[config.mk]
export PLATFORM = sky130hd
export DESIGN_NAME = rr_grant_scheduler_flat
export DESIGN_NICKNAME = d
export VERILOG_FILES = /design/src/rtl/rr_grant_scheduler_if.sv /design/src/rtl/rr_grant_scheduler.sv /design/src/flat_wrapper.sv
export SDC_FILE = /design/constraint.sdc
export NUM_CORES = 1
export LEC_CHECK = 0
export ABC_AREA = 1
export CORE_AREA = 2 2 58 49
export CTS_BUF_LIST = sky130_fd_sc_hd__clkbuf_8
export DETAILED_ROUTE_END_ITERATION = 6
export DIE_AREA = 0 0 60 51
export PLACE_DENSITY = 0.54
export SLEW_MARGIN = 15
export SYNTH_ARGS = -nofsm -noshare
export SYNTH_HDL_FRONTEND = slang
export SYNTH_HIERARCHICAL = 1
export SYNTH_SLANG_ARGS = --single-unit
[constraint.sdc]
create_clock -name clk -period 1.5 [get_ports clk]
set_input_delay 0.3 -clock clk [delete_from_list [all_inputs] [get_ports clk]]
set_output_delay 0.3 -clock clk [all_outputs]
set_load 0.01 [all_outputs]
[src/rtl/rr_grant_scheduler_if.sv]
// Handshake bundle between the requesting units and the round-robin grant scheduler.
// The master side is the requester pool; the slave side is the scheduler.
interface rr_grant_scheduler_if #(
    parameter int NUM_REQ = 4
);
    localparam int ID_W = $clog2(NUM_REQ);

    logic [NUM_REQ-1:0] request;
    logic               done;
    logic               grant_valid;
    logic [NUM_REQ-1:0] grant_one_hot;
    logic [ID_W-1:0]    grant_id;
    logic               preempt;

    modport master (
        output request,
        output done,
        input  grant_valid,
        input  grant_one_hot,
        input  grant_id,
        input  preempt
    );

    modport slave (
        input  request,
        input  done,
        output grant_valid,
        output grant_one_hot,
        output grant_id,
        output preempt
    );
endinterface

[src/rtl/rr_grant_scheduler.sv]
// Round-robin scheduler: registered one-hot grant held until done or hold-limit,
// back-to-back re-arbitration on release, integer grant index via one_hot_to_integer.
module one_hot_to_integer #(
    parameter int WIDTH = 4,
    parameter int ID_W  = 2
) (
    input  logic [WIDTH-1:0] one_hot,
    output logic [ID_W-1:0]  index
);
    function automatic logic [WIDTH-1:0] bit_mask(input int b);
        logic [WIDTH-1:0] m;
        m = '0;
        for (int i = 0; i < WIDTH; i++) begin
            m[i] = ((i >> b) & 1) == 1;
        end
        return m;
    endfunction

    // Each index bit is the OR of the one-hot lines whose position has that bit set;
    // an all-zero input therefore encodes to 0.
    generate
        for (genvar gi = 0; gi < ID_W; gi++) begin : g_bit
            localparam logic [WIDTH-1:0] MASK = bit_mask(gi);
            assign index[gi] = |(one_hot & MASK);
        end
    endgenerate
endmodule

module rr_grant_scheduler #(
    parameter int NUM_REQ  = 4,
    parameter int MAX_HOLD = 0
) (
    input  logic                 clk,
    input  logic                 rst,
    rr_grant_scheduler_if.slave  bus
);
    localparam int ID_W   = $clog2(NUM_REQ);
    localparam int HOLD_W = (MAX_HOLD > 0) ? $clog2(MAX_HOLD + 1) : 1;
    localparam logic [HOLD_W-1:0] HOLD_LAST  = HOLD_W'((MAX_HOLD > 0) ? MAX_HOLD - 1 : 0);
    localparam logic [ID_W-1:0]   LAST_RESET = ID_W'(NUM_REQ - 1);

    typedef enum logic {
        IDLE,
        GRANTED
    } state_t;

    state_t             state_reg,    state_next;
    logic [NUM_REQ-1:0] grant_reg,    grant_next;
    logic [ID_W-1:0]    last_reg,     last_next;
    logic [HOLD_W-1:0]  hold_cnt_reg, hold_cnt_next;
    logic               preempt_reg,  preempt_next;

    logic               arb_valid;
    logic [ID_W-1:0]    arb_idx;
    logic [NUM_REQ-1:0] arb_one_hot;
    logic               limit_hit;
    int                 scan_idx;

    // Scan starts just past the last winner, so the previous holder is checked last
    // and can only win again when nobody else is requesting.
    always_comb begin
        arb_valid = 1'b0;
        arb_idx   = '0;
        scan_idx  = 0;
        for (int k = 1; k <= NUM_REQ; k++) begin
            scan_idx = int'(last_reg) + k;
            if (scan_idx >= NUM_REQ) begin
                scan_idx = scan_idx - NUM_REQ;
            end
            if (!arb_valid && bus.request[ID_W'(scan_idx)]) begin
                arb_valid = 1'b1;
                arb_idx   = ID_W'(scan_idx);
            end
        end
        arb_one_hot = NUM_REQ'(1) << arb_idx;
    end

    assign limit_hit = (MAX_HOLD != 0) && (hold_cnt_reg == HOLD_LAST);

    always_comb begin
        state_next    = state_reg;
        grant_next    = grant_reg;
        last_next     = last_reg;
        hold_cnt_next = hold_cnt_reg;
        preempt_next  = 1'b0;
        case (state_reg)
            IDLE: begin
                if (arb_valid) begin
                    state_next    = GRANTED;
                    grant_next    = arb_one_hot;
                    last_next     = arb_idx;
                    hold_cnt_next = '0;
                end
            end
            GRANTED: begin
                if (bus.done || limit_hit) begin
                    // A release that coincides with done is a normal release, not a preemption.
                    preempt_next  = limit_hit && !bus.done;
                    hold_cnt_next = '0;
                    if (arb_valid) begin
                        grant_next = arb_one_hot;
                        last_next  = arb_idx;
                    end else begin
                        state_next = IDLE;
                        grant_next = '0;
                    end
                end else begin
                    hold_cnt_next = (MAX_HOLD != 0) ? hold_cnt_reg + HOLD_W'(1) : '0;
                end
            end
            default: begin
                state_next = IDLE;
                grant_next = '0;
            end
        endcase
    end

    always_ff @(posedge clk) begin
        if (!rst) begin
            state_reg    <= IDLE;
            grant_reg    <= '0;
            last_reg     <= LAST_RESET;
            hold_cnt_reg <= '0;
            preempt_reg  <= 1'b0;
        end else begin
            state_reg    <= state_next;
            grant_reg    <= grant_next;
            last_reg     <= last_next;
            hold_cnt_reg <= hold_cnt_next;
            preempt_reg  <= preempt_next;
        end
    end

    one_hot_to_integer #(
        .WIDTH (NUM_REQ),
        .ID_W  (ID_W)
    ) u_id_enc (
        .one_hot (grant_reg),
        .index   (bus.grant_id)
    );

    assign bus.grant_valid   = (state_reg == GRANTED);
    assign bus.grant_one_hot = grant_reg;
    assign bus.preempt       = preempt_reg;
endmodule
[src/flat_wrapper.sv]
// flat-port wrapper written by rule: the top's interface ports become plain ports
module rr_grant_scheduler_flat 
#(
    parameter int NUM_REQ  = 4,
    parameter int MAX_HOLD = 0
)
  (clk, rst, bus_request, bus_done, bus_grant_valid, bus_grant_one_hot, bus_grant_id, bus_preempt);
  rr_grant_scheduler_if #(.NUM_REQ(NUM_REQ)) bus_i ();
  input  logic clk;
  input  logic rst;
  input wire logic [$bits(bus_i.request)-1:0] bus_request;
  input wire logic [$bits(bus_i.done)-1:0] bus_done;
  output wire logic [$bits(bus_i.grant_valid)-1:0] bus_grant_valid;
  output wire logic [$bits(bus_i.grant_one_hot)-1:0] bus_grant_one_hot;
  output wire logic [$bits(bus_i.grant_id)-1:0] bus_grant_id;
  output wire logic [$bits(bus_i.preempt)-1:0] bus_preempt;
  assign bus_i.request = bus_request;
  assign bus_i.done = bus_done;
  assign bus_grant_valid = bus_i.grant_valid;
  assign bus_grant_one_hot = bus_i.grant_one_hot;
  assign bus_grant_id = bus_i.grant_id;
  assign bus_preempt = bus_i.preempt;
  rr_grant_scheduler #(.NUM_REQ(NUM_REQ), .MAX_HOLD(MAX_HOLD)) u_core (.clk(clk), .rst(rst), .bus(bus_i));
endmodule
==> flow_summary.yaml, run 1 <==
timing:
  rsz0062_at_grt: "true"
  fin_ws_ps: -76.8
  slew_violations: 0
  fin_skew_ps: 0.689
  period_share_pct: 105
  finalSetupViolCount: 5
  clock.fmax_ghz: 0.634
  hold_violations: 0
  hold_slack_ps: 492
  tns_ps: -332
  layout_min_cycle_time_ps: 1580
detailed_routing:
  drtIter0Drc: 15
  num_vias: 693
  wire_per_inst_um: 9.26
  ant_nets: 0
  drc: 0
  wl_mm: 1.48
  via_per_inst: 4.33
  first_pass_iters: 4
floorplanning:
  initial_core_util_pct: 22.8
  fp.dieH_um: 51
  die-area_um2: 3060
  core_region_area_um2: 2570
  io-pin-count: 15
  die_w_um: 60
  row_count: 17
synth:
  yosysSeqAreaShare_pct: 23.9
  syn_area_um2: 587
  synth_fp_nets: 101
  netlist.area_leader.share_pct: 23.9
  synth_edf_count: 0
  synth.distinct_cells: 21
  synth.avg_cell_area_um2: 6.24
  yosysWarnings: 6
  yosysMostFrequentCell: "nand2_1"
  synth_flop_cell: "dfxtp_1"
  synthCells: 94
  async_reset_ff_share_pct: 0
  ys_seq_elements: 7
  ys_top_cells_by_area: "dfxtp_1 24%, nand2_1 17%, nand2_2 11%, nand3_1 7.7%, inv_1 6.4%"
  yosysTopAreaCell: "dfxtp_1"
  synth_commonest_cells: "26 x nand2_1, 10 x inv_1, 10 x nand2_2"
clock_tree:
  htree_levels: 1
  hold_buffers: 0
  clkLatencyLatePin_ps: 230
  cts_tree: "built"
  path_clk_slew_ps: 40
  cts_root_buf: "clkbuf_8"
  numCtsBuffers: 3
  clockBufferDepth: 2
  numClockSinks: 7
power_and_ir_drop:
  power_density_nw_per_um2: 2400
  power.internal_mw: 1.25
  ir_drop_v: 0.000681
  p_clk_share_pct: 10.7
  power_frac_seq_pct: 14.7
  p_comb_share_pct: 74.7
  p_sw_mw: 1.18
  leakage_nw: 0.500
  p_sw_share_pct: 48.5
finish:
  areaGrowthSynthToFinish_pct: 72.3
  fillerInstances: 257
  diodes: 0
  drive_above_1_share_pct: 45.1
  fin_area_um2: 1010
  largest_reg_flops: 4
  layout.nets: 130
global_routing:
  grt_pass1_vias: 599
  grtUsageTotal_pct: 10.2
  antenna_found_initial: 0
  grt_max_degree: 9
  grt_pass1_wl_mm: 2.34
  grt-ovfl-total: 0
setup_path:
  worst_setup_path_end_kind: "flip-flop"
  max_stage_delay_ps: 420
  crit_type: "flip-flop to flip-flop"
  arrival_ps: 1680
  required_ps: 1610
  path_max_fanout: 8
  worstPathCellList: "inv_8 -> nand2_4 -> nand2_4 -> nand2_4 -> nand2_4 -> nor2_4 -> buf_6 -> nand3b_4 -> o21ai_4 -> inv_2 -> nand3_2 -> a21oi_1"
  path_common_cell: "nand2_4"
  startpoint_type: "flip-flop"
  cp_slowest_cell: "dfxtp_4"
min_path:
  hold_path_class: "flip-flop to flip-flop"
run_status:
  violations: "setup timing"
  outcome: "finished with violations"
placement:
  gp_congestion: 0.806
  placed_area_um2: 798
  io_buffers: 13
  dp_hpwl_um: 990
job:
  drv_cap: 0
[placed cells by master (no fill, tap or decap), drive strengths merged, types with 6 or more instances in the layout]
cell type and instances:
a21oi 6, dlygate4sd2 6, nand2 36, clkdlybuf4s50 7, nand3 11, dfxtp 7, o21ai 7, inv 14
buf 12, nor2 7
[per-stage QoR]
stage          cells  total power [mW]  utilization [%]  setup WS [ps]
2_1_floorplan     94              1.23                -           35.8
3_3_place_gp     150              1.65             31.0           -363
3_5_place_dp     150              1.66             31.0           -359
4_1_cts          158              2.10             35.2           -103
5_1_grt          160              2.64             39.3           -174
6_report         160              2.43             39.3          -76.8
[per-layer routing]
| layer | routed length (µm) | share of wire, % | vias up | global-route usage [%] |
|---|---|---|---|---|
| met5 | 0 | 0 | - | 0 |
| met4 | 15 | 1.0 | 0 | 4.44 |
| met3 | 40 | 2.7 | 2 | 3.80 |
| met2 | 764 | 52 | 13 | 16.7 |
| met1 | 662 | 45 | 317 | 11.9 |
| li1 | - | - | 361 | - |
[layout make-up]
class / count / area [µm²] / area share [%]
clock buffer: 3 / 41.3 / 4.08
sequential: 7 / 145 / 14.4
inverter: 13 / 56.3 / 5.57
tap: 38 / 47.5 / 4.70
timing repair buffer: 25 / 220 / 21.8
clock inverter: 1 / 3.75 / 0.371
multi-input combinational: 73 / 497 / 49.1
[path summary, 6_finish.rpt]
path	cells after the start	from	endpoint	slack, ps
max	12	u_core/last_reg[0]	u_core/bus.grant_one_hot[1]	-80
min	2	u_core/bus.grant_one_hot[3]	u_core/bus.grant_one_hot[3]	490
min reg2reg	2	u_core/bus.grant_one_hot[3]	u_core/bus.grant_one_hot[3]	490
max reg2reg	12	u_core/last_reg[0]	u_core/bus.grant_one_hot[1]	-80
[logic make-up after synthesis]
logic type | synth area share (%)
compound gates | 12.2
simple gates | 51.4
flops | 23.9
other cells | 0.639
buf+inv | 11.9
[timing repair]
item,4_1_cts,5_1_grt
gates resized for setup,19,26
pin swaps,16,14
buffers inserted,3,2
endpoints found under the setup margin,9,7
hold endpoints to repair,0,0
gates cloned,1,0
[power by group through the flow]
stage	logic (mW)	clock network, mW	registers [mW]
CTS	1.48	0.268	0.354
global placement	1.31	0	0.336
detailed placement	1.32	0	0.339
finish	1.81	0.259	0.356
floorplan	0.893	0	0.332
global route	1.99	0.279	0.368
[worst max-delay path: cells and delay by family (launching register included)]
family                 cells  cell delay, ps
AND/OR/NAND/NOR            7             600
buffers and inverters      3             260
flip-flops                 1             420
AO/OA/AOI/OAI              2             170
No activity file was read; power rests on OpenSTA's default activity.
==> inputs of run 2 (changes only) <==
--- a/config.mk
+++ b/config.mk
@@ -10,7 +10,6 @@
 export CTS_BUF_LIST = sky130_fd_sc_hd__clkbuf_8
 export DETAILED_ROUTE_END_ITERATION = 6
 export DIE_AREA = 0 0 60 51
-export PLACE_DENSITY = 0.54
 export SLEW_MARGIN = 15
 export SYNTH_ARGS = -nofsm -noshare
 export SYNTH_HDL_FRONTEND = slang
==> run 2 against run 1 <==
Effect of this change: the run still ends with setup timing left; highest routed layer is now met3; sequential share of layout area is 0.38 points higher; sequential cell count stayed put; cell count is 0.63% lower; via count is 1.2% lower; critical endpoint is now u_core/bus.grant_one_hot[3]; largest cell class unchanged; final area is 2.6% lower.
==> flow_summary.yaml, run 2 (synthesis gave the netlist of run 1 again) <==
timing:
  hold_violations: 0
  rsz0062_at_grt: "true"
  period_share_pct: 106
  clock.fmax_ghz: 0.629
  hold_slack_ps: 492
  layout_min_cycle_time_ps: 1590
  fin_ws_ps: -89.2
  finalSetupViolCount: 5
  fin_skew_ps: 2.07
  slew_violations: 0
setup_path:
  reg2reg_from: "u_core/last_reg[0]"
  startpoint_type: "flip-flop"
  cp_slowest_cell: "dfxtp_4"
  rr_endpoint: "u_core/bus.grant_one_hot[3]"
  required_ps: 1660
  crit_type: "flip-flop to flip-flop"
  path_max_fanout: 7
  arrival_ps: 1750
  path_buf_inv: 1
  crit_family: "simple AND/OR/NAND/NOR gates"
  max_stage_delay_ps: 380
  ff2ff_path_depth: 12
  r2r_slack_ps: -90
  worst_setup_path_end_kind: "flip-flop"
  path_common_cell: "nand2_2"
  worstPathCellList: "buf_6 -> nand2_2 -> nand2_2 -> nand2_2 -> nand2_2 -> nor2_4 -> nand3_2 -> nand3_2 -> nand2_4 -> nor2_4 -> nand2_1 -> a21oi_2"
floorplanning:
  die_w_um: 60
  die-area_um2: 3060
  row_count: 17
  core_region_area_um2: 2570
  fp.dieH_um: 51
  io-pin-count: 15
  initial_core_util_pct: 22.8
finish:
  diodes: 0
  final_cells: 159
  drive_above_1_share_pct: 44.6
  final_util_pct: 38.3
  final_cell_mix: "16 x nand2_1, 14 x nand2_2, 10 x inv_1, 10 x buf_4, 8 x nand3_1"
  layout.nets: 129
  areaGrowthSynthToFinish_pct: 67.8
  layout_commonest_cell: "nand2_1"
  multi_input_area_um2: 480
  regArea_um2: 145
  largest_reg_flops: 4
  fillerInstances: 269
power_and_ir_drop:
  finalPower_mw: 2.30
  ir_drop_v: 0.000666
  power_density_nw_per_um2: 2340
  leakage_nw: 0.491
global_routing:
  grtUsageTotal_pct: 11.2
  grt-ovfl-total: 0
  grt_pass1_vias: 653
  grt_pass1_wl_mm: 2.64
  antenna_found_initial: 0
  grt_max_degree: 8
clock_tree:
  clockBufferDepth: 2
  cts_root_buf: "clkbuf_8"
  htree_levels: 1
  clkLatencyLatePin_ps: 230
  path_clk_slew_ps: 40
  hold_buffers: 0
  cts_tree: "built"
  numCtsBuffers: 3
  numClockSinks: 7
job:
  drv_cap: 0
detailed_routing:
  first_pass_iters: 7
  via_per_inst: 4.31
  wl_mm: 1.53
  wire_per_inst_um: 9.64
  drc: 0
  ant_nets: 0
  num_vias: 685
  drtIter0Drc: 12
min_path:
  hold_depth: 2
  holdPathEnd: "u_core/bus.grant_one_hot[0]"
  hold_path_class: "flip-flop to flip-flop"
  min-delay-start: "u_core/bus.grant_one_hot[0]"
placement:
  place_ws_ps: -373
  dp_hpwl_mm: 1.07
  gp_congestion: 0.782
  dp_cells: 153
  io_buffers: 13
run_status:
  violations: "setup timing"
  outcome: "finished with violations"
run 2: where the power goes:
part           total, mW  internal (mW)  switching (mW)  leakage, nW
combinational       1.69          0.736           0.957        0.406
clock              0.257          0.177          0.0804       0.0269
sequential         0.355          0.271          0.0846       0.0579
run 2: area by class of cell:
type,instances,share of cell area (%)
Sequential cell,7,14.7
Inverter,13,5.46
Timing Repair Buffer,24,21.6
Multi-Input combinational cell,73,48.8
Clock inverter,1,0.381
Clock buffer,3,4.19
Tap cell,38,4.83
run 2: timing repair:
| action | in CTS | in global routing |
|---|---|---|
| pin swaps | 5 | 3 |
| cloned | 1 | 0 |
| endpoints found under the setup margin | 8 | 8 |
| setup buffers | 0 | 1 |
| resized for setup | 18 | 19 |
run 2: worst max path at each step:
stage	startpoint	endpoint	cells after the start
floorplan	u_core/last_reg[0]	u_core/bus.grant_one_hot[0]	12
global placement	bus_request[1]	u_core/bus.grant_one_hot[3]	12
detailed placement	bus_request[2]	u_core/bus.grant_one_hot[1]	11
CTS	u_core/last_reg[0]	u_core/bus.grant_one_hot[3]	12
global route	u_core/last_reg[0]	u_core/bus.grant_one_hot[3]	12
finish	u_core/last_reg[0]	u_core/bus.grant_one_hot[3]	12
run 2: worst register-to-register path, cell delays in order, from the launching register on:
cell and delay, ps:
dfxtp_4 380, buf_6 130, nand2_2 50, nand2_2 60, nand2_2 70, nand2_2 70, nor2_4 220, nand3_2 120
nand3_2 100, nand2_4 70, nor2_4 100, nand2_1 70, a21oi_2 110
run 2: through the flow:
step | cell area [µm²] | setup TNS, ps
floorplan | 587 | 0
global placement | 821 | -2150
detailed placement | 821 | -2230
CTS | 911 | -200
global route | 985 | -1040
finish | 985 | -305
run 2: routing by layer:
metal / global-route usage (%) / vias up / share of wire, %
li1: - / 356 / -
met1: 14.4 / 316 / 46
met2: 18.1 / 13 / 51
met3: 4.56 / 0 / 2.9
met4: 1.11 / 0 / 0
met5: 0 / - / 0
